**src/rtl/btn_conditioner.sv**
```systemverilog
// Pushbutton conditioner: 2-flop sync, per-button debounce, one-hot press pulses.
// Optional BTN_ONEHOT_LOCK_EN rejects presses while another button is held.
module btn_conditioner #(
   parameter int DEBOUNCE_CYCLES = 250000,
   parameter int CNT_W           = 18
) (
   input  logic       clock,
   input  logic       reset,
   input  logic [2:0] btn_raw,
   output logic [2:0] btn,
   output logic [2:0] btn_level,
   output logic       multi_press
);

   localparam logic [CNT_W-1:0] CNT_LAST = CNT_W'(DEBOUNCE_CYCLES - 1);

   logic [2:0] sync1_q, sync2_q;
   logic [2:0] btn_sync;
   logic [2:0] toggle;
   logic [2:0] rise;
   logic [2:0] level_q, level_d;
   logic [2:0] btn_q, btn_d;
   logic       multi_q, multi_d;

   // Synchronizer flops idle at the released (high) level of the raw inputs.
   always_ff @(posedge clock or posedge reset) begin
      if (reset) begin
         sync1_q <= 3'b111;
         sync2_q <= 3'b111;
      end else begin
         sync1_q <= btn_raw;
         sync2_q <= sync1_q;
      end
   end

   assign btn_sync = ~sync2_q;

   genvar gi;
   generate
      for (gi = 0; gi < 3; gi++) begin : g_debounce
         logic [CNT_W-1:0] cnt_q, cnt_d;
         logic             differs;

         assign differs     = btn_sync[gi] != level_q[gi];
         assign toggle[gi]  = differs && (cnt_q == CNT_LAST);
         assign cnt_d       = (!differs || toggle[gi]) ? '0 : cnt_q + CNT_W'(1);

         always_ff @(posedge clock or posedge reset) begin
            if (reset) begin
               cnt_q <= '0;
            end else begin
               cnt_q <= cnt_d;
            end
         end
      end
   endgenerate

   assign level_d = level_q ^ toggle;
   assign rise    = toggle & ~level_q;

   always_comb begin
      btn_d   = rise;
      multi_d = 1'b0;
`ifdef BTN_ONEHOT_LOCK_EN
      for (int i = 0; i < 3; i++) begin
         if (rise[i] && ((level_q & ~(3'b001 << i)) != 3'b000)) begin
            btn_d[i] = 1'b0;
            multi_d  = 1'b1;
         end
      end
`endif
      // Two or more simultaneous candidates: reject them all.
      if ((rise & (rise - 3'd1)) != 3'b000) begin
         btn_d   = 3'b000;
         multi_d = 1'b1;
      end
   end

   always_ff @(posedge clock or posedge reset) begin
      if (reset) begin
         level_q <= 3'b000;
         btn_q   <= 3'b000;
         multi_q <= 1'b0;
      end else begin
         level_q <= level_d;
         btn_q   <= btn_d;
         multi_q <= multi_d;
      end
   end

   assign btn         = btn_q;
   assign btn_level   = level_q;
   assign multi_press = multi_q;

endmodule

```
**config.mk**
```make
export PLATFORM = sky130hd
export DESIGN_NAME = btn_conditioner
export DESIGN_NICKNAME = d
export VERILOG_FILES = /design/src/rtl/btn_conditioner.sv
export SDC_FILE = /design/constraint.sdc
export NUM_CORES = 1
export LEC_CHECK = 0
export CAP_MARGIN = 5
export CORE_MARGIN = 5
export CORE_UTILIZATION = 59
export DETAILED_ROUTE_END_ITERATION = 8
export PLACE_DENSITY = 0.75
export SLEW_MARGIN = 10
export SYNTH_ARGS = -nofsm -noshare
export SYNTH_HDL_FRONTEND = slang
export SYNTH_SLANG_ARGS = --single-unit
```
**constraint.sdc**
```tcl
create_clock -name clock -period 2.5 [get_ports clock]
set_input_delay 0.5 -clock clock [delete_from_list [all_inputs] [get_ports clock]]
set_output_delay 0.5 -clock clock [all_outputs]
set_load 0.03 [all_outputs]
```
==> run metrics, run 1 <==
DRT Pass-1 Iters=5; R2R Path End=multi_press$_DFF_PP0_; Initial DRC Count=100; FF-to-FF path depth=7; final worst slack=between 0.5 and 0.6 ns; Post-Syn Nets=324; die width=roughly 83 um; Place WS=0.610 ns; total die area=0.00693 sq mm; arrival time at the worst endpoint=1.42 ns; met1 Track Usage GR=22.0%; first-pass GRT wire length=approximately 10000 um; cell family with most CP delay=buffers and inverters; CTS sink cnt=between 60 and 70; final setup vio count=0; Worst path depth=1; # IOs=12; period utilization=76.7%; most frequent cells in the layout=dfrtp_1, nor2_1, xnor2_1, nand2_1; P_leak=1.47 nW; worst path cell trace=clkdlybuf4s50_1; post-layout minimum cycle time=1.92 ns; Setup Buffers After CTS=0; Synth Cell Area=between 0.003 and 0.004 sq mm; cts hold-fix bufs=0; CTS tree=yes; CP max FO=3; met3 Resource Use GR=5.45%; run status=finished clean; pin count of the biggest net entering global routing=just under 70; Filler cells=387; Detail Route Antenna Nets=0; Critical Path Sink=btn_level[2]; Crit. End Element=primary output; GR Overflow Total=0; Synth cell types=33; vias in the first global route=2,208; Layout Skew=0.00759 ns; slew margin rel.=between 60% and 70%; most common cell after layout, fill and taps aside=dfrtp_1; max frequency=0.522 GHz; initial antenna violation count=0; Resize count post-CTS=0; critical path class=reg2out; setup total negative slack=0 ns; CTS H-tree lvls=3; worst reg2reg setup slack=0.60 ns; Post-Route WL=roughly 5400 um; Buf/Inv on CP=1; share of cells above drive strength 1=8.04%; synthesized area per cell=about 10 sq um; Req. time, crit path=2.00 ns; Min-Delay Path Class=reg2reg; biggest cell delay along the critical path=0.69 ns; MaxCap Viol Count=0; Yosys warnings=0; nets=between 300 and 400; area delta synth->final=11.1%; CP Launch Point=btn_level[2]$_DFF_PP0_; CTS root buffer=clkbuf_8; M2 GR Usage=27.3%; row cnt=26; Initial Utilization=61.2%; clock slew at reported path FFs=0.06 ns; most used routing layer=met2; Core ar.=0.00517 sq mm; Least-Margin Pin Slew=0.473 ns; Die Y=83.3 um; FF-to-FF Start=g_debounce[2].cnt_q[0]$_DFF_PP0_; CP max-delay cell=clkdlybuf4s50_1; Gate Count Post-Synth=313; startpoint types=register; Residual DRC=0; unrepaired setup endpoints after global routing=false; Num CTS Buffers=9; clock latency at the later pin of the worst-skew pair=0.33 ns; port buffer count=11; # diodes=0; wire per inst=around 13 um; Fin. Hold Viols=0; hpwl dp=3640 um; synthesized flop and latch total=67; sequential area share after synthesis=between 50% and 60%; routed vias/inst=5.58; vias post-DR=2,265; Peak VDD IR=0.000412 V; gpl congestion=0.778; fin. max-slew vios=0; GR Util All Layers=between 10% and 20%; Final Power=1.94 mW; pwr/cell area=approximately 550 mW/mm^2; Clock Tree Buf Depth=2
-- worst min-delay path by stage --
stage | startpoint | end | slack (ns) | depth (start not counted)
2_1_floorplan | sync1_q[0]$_DFF_PP1_ | sync2_q[0]$_DFF_PP1_ | 0.35 | 0
3_3_place_gp | sync1_q[0]$_DFF_PP1_ | sync2_q[0]$_DFF_PP1_ | 0.35 | 0
3_5_place_dp | sync1_q[0]$_DFF_PP1_ | sync2_q[0]$_DFF_PP1_ | 0.35 | 0
4_1_cts | sync1_q[0]$_DFF_PP1_ | sync2_q[0]$_DFF_PP1_ | 0.36 | 0
5_1_grt | sync1_q[0]$_DFF_PP1_ | sync2_q[0]$_DFF_PP1_ | 0.36 | 0
6_report | sync1_q[0]$_DFF_PP1_ | sync2_q[0]$_DFF_PP1_ | 0.36 | 0
-- synth_stat cells, drive strengths merged --
cell type  count  area share [%]
a21oi          8             1.3
a31o           2            0.55
and2           3            0.59
and3           7             1.4
and4           6             1.7
and4b          2            0.63
buf            5             1.1
clkbuf         1            0.12
dfrtp         61              48
dfstp          6             5.0
ha             6             2.4
inv           11             1.3
maj3           1            0.32
nand2         19             2.3
nand3         17             2.7
nand4         16             3.4
nand4b         3            0.83
nor2          55             6.5
nor3           8             1.3
nor3b          3            0.71
nor4          13             2.6
nor4b          1            0.28
o21ai          7             1.2
o31ai          2            0.47
or3            5            0.99
or4            2            0.47
xnor2         26             7.2
xor2          17             4.7
-- registers in the layout (all words and copies together) (netlist names) --
register,count
btn,3
g_debounce.cnt_q,54
btn_level,3
multi_press,1
sync1_q,3
sync2_q,3
-- metal layers --
layer | vias up | part of all wire (%)
met5 | - | 0
met4 | 0 | 1.5
met3 | 6 | 4.0
met2 | 34 | 48
met1 | 1097 | 47
li1 | 1128 | -
-- layout make-up --
| class | count | area, sq um | share of cell area, % |
|---|---|---|---|
| clock inverter | 3 | 15.0 | 0.427 |
| sequential | 67 | 1680 | 47.9 |
| multi-input combinational | 229 | 1400 | 39.9 |
| tap | 70 | 87.6 | 2.49 |
| timing repair buffer | 13 | 138 | 3.91 |
| clock buffer | 13 | 149 | 4.23 |
| inverter | 11 | 41.3 | 1.17 |
-- through the flow --
step | hold slack [ns] | util [%] | std cells | cell area, sq um
3_3_place_gp | 0.347 | 64.9 | 390 | 3350
5_1_grt | 0.361 | 68.0 | 406 | 3520
3_5_place_dp | 0.348 | 64.9 | 390 | 3350
6_report | 0.355 | 68.0 | 406 | 3520
4_1_cts | 0.360 | 68.0 | 406 | 3520
2_1_floorplan | 0.345 | - | 313 | 3170
-- where the power goes --
group / total, mW / leakage, nW / switching [mW] / internal [mW]
clock network: 0.750 / 0.0872 / 0.367 / 0.383
logic: 0.0723 / 0.475 / 0.0474 / 0.0249
registers: 1.12 / 0.908 / 0.0134 / 1.10
-- cell families after synthesis --
| family | count (synthesis) | synth area share (%) |
|---|---|---|
| flip-flops | 67 | 53.2 |
| buffers and inverters | 17 | 2.49 |
| AO/OA/AOI/OAI | 19 | 3.52 |
| XOR/XNOR | 43 | 11.9 |
| AND/OR/NAND/NOR | 160 | 26.2 |
| adder cells (fa/ha/maj) | 7 | 2.69 |
Note: power is estimated with default switching activity, not from simulation.
==> run 2, diff against run 1 <==
--- a/config.mk
+++ b/config.mk
@@ -7,9 +7,9 @@
 export LEC_CHECK = 0
 export CAP_MARGIN = 5
 export CORE_MARGIN = 5
-export CORE_UTILIZATION = 59
+export CORE_UTILIZATION = 54
 export DETAILED_ROUTE_END_ITERATION = 8
-export PLACE_DENSITY = 0.75
+export PLACE_DENSITY = 0.72
 export SLEW_MARGIN = 10
 export SYNTH_ARGS = -nofsm -noshare
 export SYNTH_HDL_FRONTEND = slang
==> constraint.sdc (replaced) <==
create_clock -name clock -period 1.6 [get_ports clock]
set_input_delay 0.32 -clock clock [delete_from_list [all_inputs] [get_ports clock]]
set_output_delay 0.32 -clock clock [all_outputs]
set_load 0.03 [all_outputs]
==> run 2 against run 1 <==
Effect of this change: core utilization rose by 7.4 points; combinational power rose by 140%; sequential share of layout area fell by 7.9 points; clock power rose by 110%; register-to-register slack got worse by 0.67 ns; sequential power rose by 55%; the flow now finishes with violations (setup timing); critical endpoint is now btn[2]$_DFF_PP0_.
==> run metrics, run 2 (synthesis gave the netlist of run 1 again) <==
Filler cells=380 (-1.8%); FF-to-FF Start=g_debounce[1].cnt_q[4]$_DFF_PP0_; Net Sw Frac=22.7% (+0.60 points); DRT Pass-1 Iters=6 (+1); Fin. Hold Viols=0 (unchanged); unrepaired setup endpoints after global routing=true; port buffer count=11 (unchanged); Layout Skew=0.0139 ns (+0.00635 ns); clock slew at reported path FFs=0.08 ns (+0.02 ns); Peak VDD IR=0.000573 V (+39%); R2R Path End=btn[2]$_DFF_PP0_; area delta synth->final=33.6%; slew margin rel.=75.3% (+7.1 points); max frequency=0.598 GHz; share of cells above drive strength 1=31.0% (+23 points); most common cell after layout, fill and taps aside=dfrtp_1; Residual DRC=0 (unchanged); CTS H-tree lvls=3 (unchanged); period utilization=105%; Detail Route Antenna Nets=0 (unchanged); row cnt=27 (+3.8%); initial antenna violation count=0 (unchanged); Least-Margin Pin Slew=0.367 ns (-0.105 ns); CTS sink cnt=67 (unchanged); Initial DRC Count=133 (+33%); pwr/cell area=819 mW/mm^2 (+49%); vias in the first global route=2,442 (+11%); final worst slack=-0.0732 ns (-0.656 ns); Core ar.=0.00561 sq mm (+8.4%); routed vias/inst=5.60 (+0.37%); Num CTS Buffers=9 (unchanged); Clock Tree Buf Depth=2 (unchanged); Seq pwr share=50.3% (-7.3 points); cell-internal power=2.68 mW (+77%); # diodes=0 (unchanged); Clock power frac=44.6% (+6.0 points); Initial Utilization=56.5% (-4.8 points); wire per inst=15.6 um (+18%); most frequent cells in the layout=dfrtp_1, nor2_1, buf_4, xnor2_1, nand2_1; Combinational Power Share=5.1% (+1.4 points); first-pass GRT wire length=11,100 um (+14%); nets=396 (+16%); run status=complete, but fails checks; CTS tree=yes; Post-Route WL=7230 um (+34%); vias post-DR=2,587 (+14%); GR Util All Layers=18.9% (+1.6 points); Sw Pwr=785 uW (+84%); Die Y=86.6 um (+4.0%); GR Overflow Total=0 (unchanged); CP max FO=4 (+1); Final Power=3.47 mW (+79%); Crit. End Element=register; Largest Register=g_debounce.cnt_q; post-layout minimum cycle time=1.67 ns; FF-to-FF path depth=6 (-1); arrival time at the worst endpoint=1.90 ns (+0.48 ns); startpoint types=register; hpwl dp=4490 um (+24%); failing checks=setup timing; fin. max-slew vios=0 (unchanged); CTS root buffer=clkbuf_8; MaxCap Viol Count=0 (unchanged); max reg flops=54 (unchanged); gpl congestion=0.793 (+1.9%); P_leak=1.87 nW (+27%); Req. time, crit path=1.83 ns (-0.17 ns); # IOs=12 (unchanged); Hold WS=0.286 ns (-0.0694 ns); Min-Delay Path Class=in2async; clock latency at the later pin of the worst-skew pair=0.35 ns (+0.02 ns); total die area=0.00750 sq mm (+8.1%); worst reg2reg setup slack=-0.07 ns (-0.67 ns); final setup vio count=4 (+4); pin count of the biggest net entering global routing=24 (-65%); critical path class=reg2reg; die width=86.6 um (+4.0%)
## run 2: cell type report
type	instances	area (sq um)	area share (%)
clock buffer	9	124	2.93
clock inverter	7	92.6	2.19
inverter	11	45.0	1.06
multi-input combinational	229	1610	38.1
sequential	67	1690	39.9
tap	72	90.1	2.13
timing repair buffer	67	576	13.6
## run 2: power by group through the flow
stage	Sequential [mW]	Combinational, mW	Clock (mW)
finish	1.74	0.177	1.55
global placement	1.78	0.156	0
detailed placement	1.78	0.161	0
global route	1.75	0.198	1.65
floorplan	1.77	0.0854	0
CTS	1.74	0.170	1.56
## run 2: layer usage
metal / GRT usage, % / share of wire, % / vias up
li1: - / - / 1240
met1: 23.6 / 43 / 1259
met2: 32.2 / 51 / 68
met3: 3.90 / 4.3 / 20
met4: 7.37 / 1.8 / 0
met5: 0 / 0 / -
## run 2: stage by stage
step / worst slack, ns / TNS [ns] / area [sq um] / std cells / utilization (%)
finish: -0.0732 / -0.239 / 4230 / 462 / 75.5
global route: -0.120 / -1.37 / 4230 / 462 / 75.5
CTS: -0.0223 / -0.0223 / 4020 / 452 / 71.6
detailed placement: -0.0596 / -1.01 / 3720 / 431 / 66.3
global placement: 0.00209 / 0 / 3720 / 431 / 66.3
floorplan: 0.00531 / 0 / 3200 / 313 / -
## run 2: repair_timing
action                                  in CTS  in global routing
endpoints found under the setup margin      31                 28
pin swaps                                    6                  7
gates resized for setup                     16                 28
hold buffers                                 0                  0
setup buffers                                5                 10
## run 2: worst max path at each step
stage,slack (ns),start,depth (start not counted),to
3_5_place_dp,-0.06,g_debounce[2].cnt_q[6]$_DFF_PP0_,6,g_debounce[2].cnt_q[4]$_DFF_PP0_
3_3_place_gp,0.002,g_debounce[2].cnt_q[6]$_DFF_PP0_,6,btn[2]$_DFF_PP0_
2_1_floorplan,0.005,g_debounce[1].cnt_q[0]$_DFF_PP0_,6,multi_press$_DFF_PP0_
5_1_grt,-0.12,g_debounce[1].cnt_q[4]$_DFF_PP0_,6,btn[2]$_DFF_PP0_
6_report,-0.07,g_debounce[1].cnt_q[4]$_DFF_PP0_,6,btn[2]$_DFF_PP0_
4_1_cts,-0.02,g_debounce[2].cnt_q[0]$_DFF_PP0_,7,multi_press$_DFF_PP0_
## run 2: worst max-delay path, stage by stage (launching register included)
cell and delay [ns]:
dfrtp_1 0.42, nor4_2 0.30, and3_1 0.25, and4b_1 0.26, ha_4 0.17, buf_4 0.11, nor3b_2 0.04
==> run 3, diff against run 2 <==
--- a/config.mk
+++ b/config.mk
@@ -10,7 +10,9 @@
 export CORE_UTILIZATION = 54
 export DETAILED_ROUTE_END_ITERATION = 8
 export PLACE_DENSITY = 0.72
+export SETUP_SLACK_MARGIN = 0.3
 export SLEW_MARGIN = 10
 export SYNTH_ARGS = -nofsm -noshare
 export SYNTH_HDL_FRONTEND = slang
 export SYNTH_SLANG_ARGS = --single-unit
+export TNS_END_PERCENT = 30
==> run 3 against run 2 <==
Effect of this change: the run still ends with setup timing left; worst hold slack got worse by 0.0075 ns; critical path depth unchanged; combinational power is 28% higher; wire length rose by 18%; critical path type unchanged; highest routed layer unchanged.
==> run metrics, run 3 (synthesis gave the netlist of run 1 again) <==
run status=complete, but fails checks; failing checks=setup timing; Crit. End Element=register; CTS root buffer=clkbuf_8; Peak VDD IR=0.000523 V (-8.8%); Largest Register=g_debounce.cnt_q; unrepaired setup endpoints after global routing=true; Core ar.=0.00561 sq mm (unchanged); final setup vio count=22 (+18); Post-Route WL=8550 um (+18%); slew margin rel.=73.3% (-2.0 points); Combinational Power Share=7.1% (+2.0 points); # diodes=0 (unchanged); Buf/Inv on CP=0 (-1); Least-Margin Pin Slew=0.397 ns (+0.0301 ns); P_leak=1.98 nW (+5.8%); cts hold-fix bufs=0 (unchanged); Net Sw Frac=25.5% (+2.9 points); Initial Utilization=56.5% (unchanged); worst path cell trace=ha_2, nand4_1, nor2_1, and4b_1, ha_4, maj3_2; setup total negative slack=-0.520 ns (-0.281 ns); period utilization=106% (+1.2 points); port buffer count=11 (unchanged); GR Util All Layers=22.3% (+3.4 points); Filler cells=270 (-29%); Detail Route Antenna Nets=0 (unchanged); CP max FO=4 (unchanged); pin count of the biggest net entering global routing=29 (+21%); DRT Pass-1 Iters=6 (unchanged); final worst slack=-0.0931 ns (-0.0198 ns); pwr/cell area=684 mW/mm^2 (-17%); most common cell after layout, fill and taps aside=buf_4; most frequent cells in the layout=buf_4, dfrtp_1, xnor2_1, nor2_2; Final Power=3.20 mW (-7.8%); CTS H-tree lvls=3 (unchanged); Num CTS Buffers=9 (unchanged); total die area=0.00750 sq mm (unchanged); first-pass GRT wire length=12,900 um (+17%); gpl congestion=0.875 (+10%); row cnt=27 (unchanged); Seq pwr share=54.5% (+4.2 points); # IOs=12 (unchanged); final core utilization=83.4% (+7.9 points); cell-internal power=2.38 mW (-11%); GR Overflow Total=0 (unchanged); Clock Tree Buf Depth=2 (unchanged); startpoint types=register; routed vias/inst=5.81 (+3.7%); CTS sink cnt=67 (unchanged); biggest cell delay along the critical path=0.40 ns (-0.02 ns); critical path class=reg2reg; die width=86.6 um (unchanged); share of cells above drive strength 1=50.0% (+19 points); wire per inst=17.7 um (+13%); clock slew at reported path FFs=0.08 ns (about the same); Residual DRC=0 (unchanged); area delta synth->final=47.6%; clock latency at the later pin of the worst-skew pair=0.35 ns (about the same); placed inst area=0.00386 sq mm (+3.8%); Place WS=-0.200 ns (-0.141 ns); Initial DRC Count=115 (-14%); post-layout minimum cycle time=1.69 ns (+0.0198 ns); Clock power frac=38.4% (-6.2 points); CTS tree=yes; Fin. Hold Viols=0 (unchanged); cell family with most CP delay=adder cells; initial antenna violation count=0 (unchanged); vias post-DR=2,810 (+8.6%); CP max-delay cell=dfrtp_1; Req. time, crit path=1.84 ns (about the same); Layout Skew=0.0100 ns (-0.00390 ns); MaxCap Viol Count=0 (unchanged); vias in the first global route=2,760 (+13%); Die Y=86.6 um (unchanged); nets=418 (+5.6%); max reg flops=54 (unchanged); arrival time at the worst endpoint=1.94 ns (+0.04 ns); max frequency=0.591 GHz (-1.2%); fin. max-slew vios=0 (unchanged); Final Instance Area=0.00468 sq mm (+10%); Min-Delay Path Class=in2async; hpwl dp=4830 um (+7.4%); Sw Pwr=816 uW (+3.8%)
[run 3: cell count changes in the layout (fill, tap and decap cells not counted), sizes merged]
cell | before | now
clkbuf | 9 | 12
clkinv | 5 | 3
buf | 56 | 84
dlygate4sd2 | 7 | 0
bufinv | 2 | 0
clkinvlp | 1 | 3
[run 3: repair_timing]
| action | in CTS | in global routing |
|---|---|---|
| pin swaps | 50 | 31 |
| gates resized for setup | 126 | 47 |
| buffers inserted | 6 | 5 |
| cloned | 0 | 2 |
| setup endpoints to repair | 68 | 64 |
[run 3: layout make-up]
cell class / instances / area, sq um / share of cell area [%]
clock buffers: 11 / 131 / 2.81
flip-flops and latches: 67 / 1690 / 36.1
clock inverters: 5 / 30.0 / 0.642
repair buffers: 89 / 761 / 16.3
multi-input cells: 229 / 1930 / 41.3
inverters: 11 / 45.0 / 0.963
well taps: 72 / 90.1 / 1.93
[run 3: worst paths after layout]
check / start / to / slack, ns / cells past startpoint
worst max-delay path: g_debounce[1].cnt_q[0]$_DFF_PP0_ / multi_press$_DFF_PP0_ / -0.09 / 6
worst max register to register: g_debounce[1].cnt_q[0]$_DFF_PP0_ / multi_press$_DFF_PP0_ / -0.09 / 6
max in group asynchronous: reset / sync2_q[0]$_DFF_PP1_ / 0.77 / 3
min in group clock: sync1_q[1]$_DFF_PP1_ / sync2_q[1]$_DFF_PP1_ / 0.36 / 0
worst min-delay path: reset / g_debounce[1].cnt_q[14]$_DFF_PP0_ / 0.28 / 2
worst min register to register: sync1_q[1]$_DFF_PP1_ / sync2_q[1]$_DFF_PP1_ / 0.36 / 0
[run 3: per-layer routing]
metal | up-vias | global-route usage [%] | wire, um
li1 | 1284 | - | -
met1 | 1421 | 26.7 | 3550
met2 | 77 | 39.4 | 4460
met3 | 28 | 3.61 | 310
met4 | 0 | 10.1 | 233
met5 | - | 0 | 0
[run 3: per-stage QoR]
step | hold slack [ns] | std cells
floorplan | 0.324 | 313
global placement | 0.346 | 455
detailed placement | 0.353 | 455
CTS | 0.299 | 477
global route | 0.307 | 484
finish | 0.278 | 484
[run 3: power groups by stage]
stage	Combinational, mW	Clock [mW]	Sequential [mW]
2_1_floorplan	0.0842	0	1.77
5_1_grt	0.249	1.31	1.74
3_3_place_gp	0.168	0	1.77
3_5_place_dp	0.174	0	1.77
4_1_cts	0.199	1.21	1.74
6_report	0.227	1.23	1.74
